File: config.mk
export PLATFORM = sky130hd
export DESIGN_NAME = alu_pipe
export DESIGN_NICKNAME = d
export VERILOG_FILES = /design/src/rtl/alu_pkg.sv /design/src/rtl/alu_pipe_core.sv /design/src/rtl/alu_pipe.sv
export SDC_FILE = /design/constraint.sdc
export NUM_CORES = 1
export LEC_CHECK = 0
export ABC_AREA = 1
export CORE_ASPECT_RATIO = 1.5
export CORE_MARGIN = 2
export CORE_UTILIZATION = 60
export CTS_CLUSTER_DIAMETER = 100
export DETAILED_ROUTE_END_ITERATION = 12
export PLACE_DENSITY_LB_ADDON = 0.2
export SYNTH_ARGS = -nofsm -noshare
export SYNTH_HDL_FRONTEND = slang
export SYNTH_SLANG_ARGS = --single-unit
File: constraint.sdc
create_clock -name clk -period 5.8 [get_ports clk]
set_input_delay 1.16 -clock clk [delete_from_list [all_inputs] [get_ports clk]]
set_output_delay 1.16 -clock clk [all_outputs]
set_load 0.05 [all_outputs]
File: src/rtl/alu_pkg.sv
// rtl/alu_pkg.sv - shared opcode, flag and width definitions for alu_pipe
package alu_pkg;

  localparam int FLAG_W = 4;

  typedef enum logic [2:0] {
    OP_ADD  = 3'b000,
    OP_SUB  = 3'b001,
    OP_AND  = 3'b010,
    OP_OR   = 3'b011,
    OP_MUL  = 3'b100,
    OP_XOR  = 3'b101,
    OP_NAND = 3'b110,
    OP_NOR  = 3'b111
  } alu_op_e;

  // Bit order matches the flags port: {neg, ovf, carry, zero}
  typedef struct packed {
    logic neg;
    logic ovf;
    logic carry;
    logic zero;
  } alu_flags_t;

endpackage

File: src/rtl/alu_pipe_core.sv
// rtl/alu_pipe_core.sv - combinational opcode and flag evaluation; ALU_PIPE_SAT_EN enables ADD/SUB saturation
module alu_pipe_core
  import alu_pkg::*;
#(
  parameter  int WIDTH = 8,
  localparam int RES_W = 2 * WIDTH
) (
  input  logic [WIDTH-1:0] a,
  input  logic [WIDTH-1:0] b,
  input  logic [2:0]       sel,
  output logic [RES_W-1:0] result,
  output alu_flags_t       flags
);

  alu_op_e            op;
  logic [WIDTH:0]     sum;
  logic [WIDTH:0]     diff;
  logic [RES_W-1:0]   prod;
  logic               ovf_add;
  logic               ovf_sub;
  logic [WIDTH-1:0]   narrow;
  logic [RES_W-1:0]   wide;
  logic               is_mul;
  logic               carry;
  logic               ovf;

  assign op   = alu_op_e'(sel);
  // One extra bit captures carry-out for ADD and borrow for SUB
  assign sum  = {1'b0, a} + {1'b0, b};
  assign diff = {1'b0, a} - {1'b0, b};
  assign prod = {{WIDTH{1'b0}}, a} * {{WIDTH{1'b0}}, b};

  // Signed overflow is judged on the raw wrapped value, before any saturation
  assign ovf_add = (a[WIDTH-1] == b[WIDTH-1]) && (sum[WIDTH-1]  != a[WIDTH-1]);
  assign ovf_sub = (a[WIDTH-1] != b[WIDTH-1]) && (diff[WIDTH-1] != a[WIDTH-1]);

  // Opcode decode: narrow result, raw carry/borrow and overflow per operation
  always_comb begin
    narrow = '0;
    carry  = 1'b0;
    ovf    = 1'b0;
    is_mul = 1'b0;
    case (op)
      OP_ADD: begin
        narrow = sum[WIDTH-1:0];
        carry  = sum[WIDTH];
        ovf    = ovf_add;
`ifdef ALU_PIPE_SAT_EN
        if (sum[WIDTH]) narrow = '1;
`endif
      end
      OP_SUB: begin
        narrow = diff[WIDTH-1:0];
        carry  = diff[WIDTH];
        ovf    = ovf_sub;
`ifdef ALU_PIPE_SAT_EN
        if (diff[WIDTH]) narrow = '0;
`endif
      end
      OP_AND:  narrow = a & b;
      OP_OR:   narrow = a | b;
      OP_MUL:  is_mul = 1'b1;
      OP_XOR:  narrow = a ^ b;
      OP_NAND: narrow = ~(a & b);
      OP_NOR:  narrow = ~(a | b);
      default: narrow = '0;
    endcase
  end

  // MUL keeps the full product; everything else is zero-extended
  assign wide   = is_mul ? prod : {{WIDTH{1'b0}}, narrow};
  assign result = wide;

  assign flags.neg   = is_mul ? wide[RES_W-1] : wide[WIDTH-1];
  assign flags.ovf   = ovf;
  assign flags.carry = carry;
  assign flags.zero  = (wide == '0);

endmodule

File: src/rtl/alu_pipe.sv
// rtl/alu_pipe.sv - two-stage valid/ready ALU pipeline; ALU_PIPE_SAT_EN selects saturating ADD/SUB in the core
module alu_pipe
  import alu_pkg::*;
#(
  parameter  int WIDTH = 8,
  localparam int RES_W = 2 * WIDTH
) (
  input  logic              clk,
  input  logic              reset,
  input  logic              in_valid,
  output logic              in_ready,
  input  logic [WIDTH-1:0]  a,
  input  logic [WIDTH-1:0]  b,
  input  logic [2:0]        sel,
  output logic              out_valid,
  input  logic              out_ready,
  output logic [RES_W-1:0]  result,
  output logic [FLAG_W-1:0] flags
);

  logic             s1_valid;
  logic [WIDTH-1:0] s1_a;
  logic [WIDTH-1:0] s1_b;
  logic [2:0]       s1_sel;
  logic             s2_valid;
  logic             s1_adv;
  logic             s2_adv;
  logic [RES_W-1:0] core_result;
  alu_flags_t       core_flags;

  // Advance terms depend only on registered valids and out_ready, never on in_valid
  assign s2_adv    = !s2_valid || out_ready;
  assign s1_adv    = !s1_valid || s2_adv;
  assign in_ready  = s1_adv;
  assign out_valid = s2_valid;

  // Stage 1: capture operands and opcode whenever the stage can move
  always_ff @(posedge clk or posedge reset) begin
    if (reset) begin
      s1_valid <= 1'b0;
      s1_a     <= '0;
      s1_b     <= '0;
      s1_sel   <= '0;
    end else if (s1_adv) begin
      s1_valid <= in_valid;
      if (in_valid) begin
        s1_a   <= a;
        s1_b   <= b;
        s1_sel <= sel;
      end
    end
  end

  alu_pipe_core #(.WIDTH(WIDTH)) u_core (
    .a      (s1_a),
    .b      (s1_b),
    .sel    (s1_sel),
    .result (core_result),
    .flags  (core_flags)
  );

  // Stage 2: register result and flags; they hold while the consumer stalls
  always_ff @(posedge clk or posedge reset) begin
    if (reset) begin
      s2_valid <= 1'b0;
      result   <= '0;
      flags    <= '0;
    end else if (s2_adv) begin
      s2_valid <= s1_valid;
      if (s1_valid) begin
        result <= core_result;
        flags  <= core_flags;
      end
    end
  end

endmodule

* Yosys cells after proc, flatten, opt, wreduce, memory -nomap -nowiden
Index checks and enable logic that the tools add are counted.
** Operators by class
- Add/sub/neg operators :: 2
- $mul :: 1
- Divide/modulo/power cells :: 0
- $lt $le $gt $ge :: 0
- Equality and inequality tests :: 11
- Shifts and indexed selects :: 0
- Mux-type cells :: 6
- Bitwise logic cells :: 5
- Reductions and logical operators :: 10
** Operators with widths (number)
- case mux 8 bit (7 select lines) :: 1
- logical NOT 16 bit :: 1
- multiplier 8 x 8 -> 16 bit :: 1
- 2-to-1 mux 16 bit :: 1
- inverter 8 bit :: 2
- == test 3 bit (second input constant) :: 4
- adder 8 x 8 -> 9 bit :: 1
- subtractor 8 x 8 -> 9 bit :: 1
- bitwise AND 8 bit :: 1
- OR 8 bit :: 1
- bitwise XOR 8 bit :: 1
- == test 3 x 2 -> 1 bit (second input constant) :: 2
- case mux 1 bit (2 select lines) :: 2
- AND reduction 2 bit :: 2
- == test 3 x 1 -> 1 bit (second input constant) :: 1
- logical NOT 3 bit :: 1
- inequality test 1 bit :: 3
- logical AND 1 bit :: 2
- logical NOT 1 bit :: 2
- logical OR 1 bit :: 2
- 2-to-1 mux 1 bit :: 2
- == test 1 bit :: 1
** Storage, ports and cells
- Flip-flop bits (word level) :: 41
- Bits in latches :: 0
- RAM bits :: 0
- Bits in read-only memories :: 0
- Output and inout bits :: 22
- Word-level logic and storage cells :: 42
- Memories kept :: 0

* Depth between registers and ports, before layout
- Depth in word-level cells :: 5
- Mapped depth :: 24
- Depth with buffers taken out :: 23

* Cells and area by module
A second synthesis with hierarchy kept.
** Unflattened totals
- Cell total of the unflattened synthesis :: 838
- Area, all modules :: 5641.7 um^2
** By module, submodules not included
- alu_pipe_core :: instances 1, cells each 660, area an instance 4030.1 um^2, seq. area each 0.0 um^2
- alu_pipe :: instances 1, cells each 178, area an instance 1611.5 um^2, seq. area each 1026.0 um^2

* Worst setup path before layout
Ideal clock, no wire load.
- Kind :: reg-to-reg
- Start :: reg s1_a[1]
- End :: reg flags[0]
- Library setup time :: 0.118 ns
- Arrival :: 4.162 ns
- Slack :: 1.520 ns
- Cell stages (with the launch flop) :: 22
- Path buffers :: 1
- Path through :: dfrtp_1 -> clkbuf_1 -> nand2_1 -> fa_1 -> fa_1 -> inv_1 -> fa_1 -> inv_1 -> fa_1 -> inv_1 -> ha_1 -> a21o_1 -> a21oi_1 -> nand2_1 -> nand2_1 -> nand2_1 -> nand2_1 -> inv_1 -> nor2_1 -> nor2_1 -> nand4_1 -> nand2_1
** Between the ends
- Longest elaborated chain between the ends :: 5
** RTL lines
- start: declaration :: line alu_pipe.sv:22 : logic [WIDTH-1:0] s1_a;
- start signal: assignment :: line alu_pipe.sv:41 : s1_a <= '0;
- start signal: assignment :: line alu_pipe.sv:47 : s1_a <= a;
- parallel branches: the longest is 3 deep, another holds multiplier 8 x 8 -> 16 bit
- 2-to-1 mux 16 bit * :: line alu_pipe_core.sv:71 : assign wide = is_mul ? prod : {{WIDTH{1'b0}}, narrow};
- logical NOT 16 bit * :: line alu_pipe_core.sv:77 : assign flags.zero = (wide == '0);
- end signal: assignment :: line alu_pipe.sv:72 : flags <= core_flags;
- end: declaration :: line alu_pipe.sv:18 : output logic [FLAG_W-1:0] flags
Mark *: on every way between the ends.
A chain may end at the register's enable or synchronous reset.

* Worst setup path in the final report
Same ends and word-level chain as after synthesis.

==> reports/metrics.cfg <==
[finish]
final_cell_count_no_fill=914
final_common_cell=nand2_1
final_cell_mix=214 x nand2_1, 162 x inv_1, 68 x nor2_1
fillers=788
n_antenna_cell=0
area_growth_pct=11.2
layout-drive-gt1-share_pct=4.73
final_nets=924

[worst_setup_path]
crit_path_end_kind=register
r2r_cells=20
r2r_setup_slack_ns=1.20
r2r-start=s1_a[1]$_DFFE_PP0P_
worstPathArrival_ns=4.78
path_class=register to register
timing.rr.end=flags[0]$_DFFE_PP0P_
cp_max_fo=12
required_ns=5.98
start_kind=register

[grt]
antenna_found_initial=0
grt_max_degree=42
first_global_vias=5045
grt_pass1_wl_um=23900
grtUsageTotal_pct=32.6
gr-total-overflow=0

[hold_path]
hold_path.class=register to register
hp-start=result[10]$_DFFE_PP0P_
hold-path-cell-count=2
hold_end=result[10]$_DFFE_PP0P_

[clock_tree]
cts_made_buffers=5
cts.path.max_buffers=2
ctsResizeCount=0
clock_latency_ns=0.29
cts.clk_slew.worst_paths_ns=0.07
post_cts_buffers=0
cts_hold_buf=0
cts_htree_levels=2
clock_sinks=41
cts_tree=built
cts_root_buffer=clkbuf_16

[synthesis]
yosys_register_bits=41
synth_top_area_share_pct=19.1
synth_area_leaders=dfrtp_1 19%, nand2_1 15%, fa_1 14%
ys.flop_type=dfrtp_1
syn-num-nets=902
ys_types=40
syn_area_per_cell_sq_um=6.89
syn_inst=781
ys_async_sr_fraction_pct=100
yosys_warnings=0
synth_edf_count=0
synth_top_cell_by_area=dfrtp_1
yosysSeqAreaShare_pct=19.1
syn_area_sq_mm=0.00538

[status]
outcome=complete, no violations

[routing]
drt-vias-per-instance=5.46
wl_per_cell_um=16.2
ant_nets=0
firstDrtPassIters=5
initialDrtViolationCount=350
vias=4992
drcViolationCount=0
routed_wl_um=14800

[run]
drv_cap=0

[die]
die_h_um=120
io_pins=45
die_area_sq_mm=0.00976
start_util_pct=61.3
fp.coreArea_sq_mm=0.00878
die-width_um=81.3
rows=42

[sta]
slew_headroom_pct=50.1
timing.fmax_mhz=217
hold_viol=0
period_minus_slack_ns=4.60
fin_crit_sh_pct=79.3
rsz0062_at_grt=no
worst_slew_pin_slew_ns=0.747
slew_violations=0
finalSetupTns_ns=0
setup_violations=0
clock_skew_ns=0.00955

[placement]
place_inst=906
gp_congestion=0.977
portBuffers=44
post-dp-hpwl_um=12200

==> worst max-delay path, stage by stage, from the launching register on <==
cell and delay (ns):
dfrtp_1 0.63, nand2_1 0.14, fa_1 0.51, fa_1 0.55
inv_1 0.06, fa_1 0.54, inv_1 0.06, fa_1 0.52
inv_1 0.04, ha_1 0.36, a21o_1 0.21, a21oi_1 0.15
nand2_1 0.12, nand2_1 0.10, nand2_1 0.05, nand2_1 0.05
inv_1 0.04, nor2_1 0.14, nor2_1 0.06, nand4_1 0.08
nand2_1 0.05
==> logic make-up (layout without fill, tap and decap cells) <==
family          Yosys count  in the layout  share of synthesized area (%)
simple gates            362            362                           29.3
buf+inv                 202            225                           15.1
fa+ha+maj                98             98                           28.1
compound gates           72             72                           7.48
flops                    41             41                           19.1
xor+xnor                  6              6                          0.976
==> flip-flops by register name, summed over array words and instances, names as in the netlist <==
signal and cells:
result 16, s1_sel 3, s1_b 8, flags 4, s1_a 8, s1_valid 1, out_valid 1
==> Yosys cell counts, types with 2 or more instances <==
cell type,instances
nand2_1,214
inv_1,162
nor2_1,68
ha_1,60
nand3_1,45
dfrtp_1,41
fa_1,38
a21oi_1,36
clkbuf_1,21
o21ai_0,17
nand4_1,14
inv_2,6
nand3_2,5
xor2_1,5
buf_6,4
nor2_2,4
a21o_1,3
buf_4,3
nand3_4,3
o21ai_1,3
a21oi_2,2
buf_2,2
inv_6,2
nand2_4,2
nand3b_1,2
nor2_4,2
nor3_1,2
o211ai_1,2
o22ai_1,2
==> metrics by stage <==
step           instance area (sq um)  setup WS (ns)  hold WS, ns  util (%)
2_1_floorplan                   5380           1.52        0.652         -
3_3_place_gp                    5820           1.39        0.468      66.3
3_5_place_dp                    5820           1.22        0.472      66.3
4_1_cts                         5990           1.22        0.488      68.2
5_1_grt                         5990          0.870        0.509      68.2
6_report                        5990           1.20        0.483      68.2
==> layout make-up <==
class	instances	area (sq um)	area share [%]
clock buffers	5	125	2.09
clock inverters	3	46.3	0.773
inverters	171	654	10.9
multi-input cells	538	3540	59.2
flip-flops and latches	41	1030	17.1
well taps	110	138	2.30
repair buffers	46	455	7.61
==> how the worst max path moves through the flow <==
stage,from,to,depth (start not counted),slack (ns)
2_1_floorplan,s1_a[1]$_DFFE_PP0P_,flags[0]$_DFFE_PP0P_,21,1.52
3_3_place_gp,s1_a[4]$_DFFE_PP0P_,flags[0]$_DFFE_PP0P_,19,1.39
3_5_place_dp,s1_a[4]$_DFFE_PP0P_,flags[0]$_DFFE_PP0P_,19,1.22
4_1_cts,s1_a[4]$_DFFE_PP0P_,flags[0]$_DFFE_PP0P_,19,1.22
5_1_grt,s1_a[1]$_DFFE_PP0P_,flags[0]$_DFFE_PP0P_,20,0.87
6_report,s1_a[1]$_DFFE_PP0P_,flags[0]$_DFFE_PP0P_,20,1.20
==> routing by layer <==
layer | track usage (%) | share of wire [%] | routed length [um] | vias up
li1 | - | - | - | 2416
met1 | 35.6 | 37 | 5470 | 2365
met2 | 59.3 | 53 | 7850 | 156
met3 | 2.41 | 3.6 | 527 | 55
met4 | 19.8 | 6.7 | 990 | 0
met5 | 0 | 0 | 0 | -
Power is left out: the tool's default activity adds up to more than one toggle a clock period on the data nets, which glitch-free logic cannot reach.
